`src/rtl/anc_fir_ctrl.sv`:
```
// ANC FIR sequencer: latches a sample set, launches the FIR, collects the
// result, supports weight scan-out, and tracks overrun/timeout errors.
`timescale 1ns/1ps
module anc_fir_ctrl #(
    parameter int TIMEOUT_CYC = 300,
    parameter int CNT_W       = 8
) (
    input  logic                clk,
    input  logic                rst_n,
    input  logic                smp_valid,
    input  logic signed [15:0]  x_smp,
    input  logic signed [15:0]  e_smp,
    input  logic signed [15:0]  a_smp,
    input  logic [3:0]          mu_shift,
    input  logic                adapt_en,
    input  logic                scan_req,
    input  logic                err_clr,
    output logic signed [15:0]  fir_x_in,
    output logic signed [15:0]  fir_a_in,
    output logic signed [15:0]  fir_wadj,
    output logic                fir_go,
    input  logic                fir_done,
    input  logic signed [15:0]  fir_out,
    output logic                scan_en,
    output logic signed [15:0]  y_out,
    output logic                y_valid,
    output logic                busy,
    output logic                overrun,
    output logic                timeout_err,
    output logic [CNT_W-1:0]    drop_cnt
);

    localparam int TW = $clog2(TIMEOUT_CYC + 1);

    typedef enum logic [1:0] {IDLE, LAUNCH, WAIT, SCAN} state_t;

    state_t          state, state_nxt;
    logic [TW-1:0]   tcnt, tcnt_nxt;
    logic            latch, done_ok, tmo, drop;
    logic signed [15:0] wadj_nxt;

    always_comb begin
        state_nxt = state;
        tcnt_nxt  = tcnt;
        latch     = 1'b0;
        done_ok   = 1'b0;
        tmo       = 1'b0;
        unique case (state)
            IDLE: begin
                // A pending sample has priority over a scan request
                if (smp_valid) begin
                    latch     = 1'b1;
                    state_nxt = LAUNCH;
                end else if (scan_req) begin
                    state_nxt = SCAN;
                end
            end
            LAUNCH: begin
                state_nxt = WAIT;
                tcnt_nxt  = '0;
            end
            WAIT: begin
                if (fir_done) begin
                    done_ok   = 1'b1;
                    state_nxt = IDLE;
                end else begin
                    tcnt_nxt = tcnt + TW'(1);
                    if (tcnt == TW'(TIMEOUT_CYC - 1)) begin
                        tmo       = 1'b1;
                        state_nxt = IDLE;
                    end
                end
            end
            SCAN: begin
                if (!scan_req) state_nxt = IDLE;
            end
            default: state_nxt = IDLE;
        endcase
    end

    assign drop     = smp_valid && (state != IDLE);
    assign wadj_nxt = adapt_en ? (e_smp >>> mu_shift) : 16'sd0;

    assign fir_go  = (state == LAUNCH);
    assign scan_en = (state == SCAN);
    assign busy    = (state != IDLE);

    always_ff @(posedge clk or negedge rst_n) begin
        if (!rst_n) begin
            state <= IDLE;
            tcnt  <= '0;
        end else begin
            state <= state_nxt;
            tcnt  <= tcnt_nxt;
        end
    end

    always_ff @(posedge clk or negedge rst_n) begin
        if (!rst_n) begin
            fir_x_in <= '0;
            fir_a_in <= '0;
            fir_wadj <= '0;
        end else if (latch) begin
            fir_x_in <= x_smp;
            fir_a_in <= a_smp;
            fir_wadj <= wadj_nxt;
        end
    end

    always_ff @(posedge clk or negedge rst_n) begin
        if (!rst_n) begin
            y_out   <= '0;
            y_valid <= 1'b0;
        end else begin
            y_valid <= done_ok;
            if (done_ok) y_out <= fir_out;
        end
    end

    // New error events beat a simultaneous clear
    always_ff @(posedge clk or negedge rst_n) begin
        if (!rst_n) begin
            overrun     <= 1'b0;
            timeout_err <= 1'b0;
            drop_cnt    <= '0;
        end else begin
            if (drop)         overrun <= 1'b1;
            else if (err_clr) overrun <= 1'b0;

            if (tmo)          timeout_err <= 1'b1;
            else if (err_clr) timeout_err <= 1'b0;

            if (err_clr)
                drop_cnt <= drop ? CNT_W'(1) : '0;
            else if (drop && (drop_cnt != '1))
                drop_cnt <= drop_cnt + CNT_W'(1);
        end
    end

endmodule

```
`config.mk`:
```
export PLATFORM = sky130hd
export DESIGN_NAME = anc_fir_ctrl
export DESIGN_NICKNAME = d
export VERILOG_FILES = /design/src/rtl/anc_fir_ctrl.sv
export SDC_FILE = /design/constraint.sdc
export NUM_CORES = 1
export LEC_CHECK = 0
export ABC_AREA = 1
export CORE_MARGIN = 5
export CORE_UTILIZATION = 41
export CTS_CLUSTER_SIZE = 30
export DETAILED_ROUTE_END_ITERATION = 8
export PLACE_DENSITY_LB_ADDON = 0.08
export SLEW_MARGIN = 20
export SYNTH_ARGS = -nofsm -noshare
export SYNTH_HDL_FRONTEND = slang
export SYNTH_SLANG_ARGS = --single-unit
```
`constraint.sdc`:
```
create_clock -name clk -period 1.3 [get_ports clk]
set_input_delay 0.13 -clock clk [delete_from_list [all_inputs] [get_ports clk]]
set_output_delay 0.13 -clock clk [all_outputs]
set_load 0.005 [all_outputs]
```
==> out/results.txt <==
port bufs - 152
H-Tree Depth - 3
Worst Skew - 9.42 ps
core area - 10200 µm²
violation count after the first detailed-routing iteration - 286
crit-path cells - buf_6 > ha_4 > nand3_4 > nor2_4 > nand3_2 > nand2_4 > nand2_4 > inv_6 > nand2_1 > o21ai_1
ys flop type - dfrtp_1
Placer Congestion - 0.866
status - finished, violations left
Rows - 37
Die H - 112 µm
max-cap violations - 0
final clock period utilization by the worst path - 1.11
sequential area share after synthesis - 0.509
Pwr Density - 1700 nW/µm²
DP HPWL - 9040 µm
CTS tree - yes
# DRC - 0
RSZ-0062 raised after global routing - true
switching share of total power - 0.359
max frequency - 0.692 GHz
# clock sinks - 86
DR vias - 4593
iteration count of the initial detailed-routing pass - 6
actual slew at the worst max-slew pin - 473 ps
CP most frequent cell - nand2_4
Synth Instances - 568
GRT Util Overall - 0.206
critical path's top delay family - simple AND/OR/NAND/NOR gates
placed cell area - 6250 µm²
Hold Path Class - in -> reg
Slew Limit Fails - 0
Worst-path clk slew - 90 ps
total gr overflow - 0
post-DR vias/cell - 4.88
setup_tns - -3790 ps
max_slew headroom - 0.685
number of buffers created by CTS - 9
Fillers - 785
WL final - 14000 µm
warnings from Yosys - 0
Synth Register Bits - 86
min Tclk post-route - 1440 ps
vias in the first global route - 4352
Hold Worst Slack - 305 ps
synthesized area - 4230 µm²
Die ar. - 12400 µm²
Psw - 0.00448 W
failing checks - negative setup slack
chip width - 112 µm
final setup fails - 60
n_diodes - 0
clock share of power - 0.148
Hold Fails Final Rpt - 0
VDD IR max - 0.926 mV
most common cell in the netlist - nand2_1
Initial Util - 0.415
Mean Syn Cell Area - 7.45 µm²
Reg power frac - 0.346
combinational share of power - 0.505
clock buffer depth - 2
Async SR Flop Fraction - 1.00
Design Area, Final - 7330 µm²
Root Driver - clkbuf_8
CP required - 1590 ps
CP Buf/Inv Count - 2
first-pass GRT wire length - 21200 µm
Area Overhead vs Synth - 73.4%
Post-synth top cells - nand2_1, dfrtp_1, nand3_1, inv_1, buf_2
Crit Path Category - reg -> reg
initial antenna violation count - 0
critical path endpoint category - flop
fraction of layout cells with a size suffix above 1 - 0.267
number of enable flip-flop cells after synthesis - 0
Leak Pwr - 3.89 nW
# nets final - 880
crit-path max cell delay - 390 ps
Area contributors post-synth - dfrtp_1, nand2_1, nand3_1
setup ws final - -145 ps
post-synth top area cell - dfrtp_1
Synth cell types - 27
synthesized net count - 645
crit path DAT - 1730 ps
Skew-Pair Late Insertion Delay - 350 ps
drt wl/cell - 14.9 µm
top-area cell type share of the netlist area - 0.509
slowest stage cell, crit path - dfrtp_1
Routed Antenna Nets - 0
CP Max Fanout - 7
Critical Path Source Type - flop
io pins - 153
Int Pwr - 0.00800 W
maximum number of pins on one net before global-route repair - 87
[routing by layer]
layer	wire length [µm]	share of wire	vias up	GRT usage
met2	7010	0.50	159	0.341
met1	5770	0.41	2147	0.267
met5	0	0	-	0
li1	-	-	2272	-
met3	1050	0.075	15	0.0603
met4	193	0.014	0	0.0519
[worst paths after layout]
kind,startpoint,end,slack (ps),depth (start not counted)
min,fir_out[6],y_out[6],310,3
max reg2reg,drop_cnt[1],drop_cnt[7],-140,10
min reg2reg,y_out[4],y_out[4],470,2
min in group asynchronous,rst_n,drop_cnt[4],320,3
max,drop_cnt[1],drop_cnt[7],-140,10
max in group asynchronous,rst_n,fir_x_in[2],590,3
[cells in the final DEF (no fill, tap or decap), drive strengths merged]
cell           count
nand4              4
dlygate4sd3        1
nor2              13
dfrtp             86
dlygate4sd2       72
inv               32
a21boi             1
o22ai              1
nand3             85
bufinv             1
clkinvlp           2
xor2               3
clkbuf            15
clkinv             1
clkdlybuf4s15      1
a21oi              6
nand2            298
a22o               1
clkdlybuf4s50     73
buf               93
nor3               2
o21ai             12
ha                 2
o211ai             1
[cell families (layout without fill, tap and decap cells)]
kind of cell / after synthesis / count (layout) / synth area share
AOI/OAI and AO/OA: 22 / 22 / 0.0284
xor gates and xnor gates: 3 / 3 / 0.00621
adders and majority gates: 2 / 2 / 0.00592
buffers and inverters: 53 / 291 / 0.0547
DFF: 86 / 86 / 0.509
and+or+nand+nor: 402 / 402 / 0.396
[layout make-up]
class / count / area (µm²) / area share
Tap cell: 136 / 170 / 0.0232
Multi-Input combinational cell: 429 / 2230 / 0.305
Timing Repair Buffer: 244 / 2440 / 0.332
Sequential cell: 86 / 2150 / 0.294
Inverter: 33 / 150 / 0.0205
Clock inverter: 3 / 46.3 / 0.00631
Clock buffer: 11 / 141 / 0.0193
[power groups by stage]
| stage | registers, W | logic [W] | clock network (W) |
|---|---|---|---|
| after floorplan | 0.00443 | 0.00183 | 0 |
| after global placement | 0.00433 | 0.00518 | 0 |
| after detailed placement | 0.00437 | 0.00526 | 0 |
| after CTS | 0.00429 | 0.00550 | 0.00190 |
| after global routing | 0.00445 | 0.00691 | 0.00202 |
| final | 0.00432 | 0.00630 | 0.00185 |
[worst register-to-register path, stage by stage, from the launching register on]
cell and delay [ps]:
dfrtp_1 390, buf_6 120, ha_4 140, nand3_4 80
nor2_4 130, nand3_2 90, nand2_4 120, nand2_4 90
inv_6 100, nand2_1 50, o21ai_1 60
[state kept, by name (all words and copies together) (netlist names)]
signal and count:
drop_cnt 8, fir_a_in 16, fir_wadj 16, fir_x_in 16
overrun 1, state 2, tcnt 9, timeout_err 1
y_out 16, y_valid 1
[stage by stage]
step / instances / total power (W) / worst slack (ps) / utilization
floorplan: 568 / 0.00626 / -62.1 / -
global placement: 879 / 0.00951 / -272 / 0.613
detailed placement: 879 / 0.00963 / -255 / 0.613
CTS: 923 / 0.0117 / -130 / 0.671
global route: 942 / 0.0134 / -236 / 0.720
finish: 942 / 0.0125 / -145 / 0.720
[timing repair]
item                                    in CTS  in global routing
hold endpoints to repair                    86                  0
setup buffers                               25                 18
cloned                                       4                  3
pin swaps                                   29                 39
hold buffers                                 1                  0
gates resized for setup                    142                110
endpoints found under the setup margin     122                 69
No activity file was read; power rests on OpenSTA's default activity.
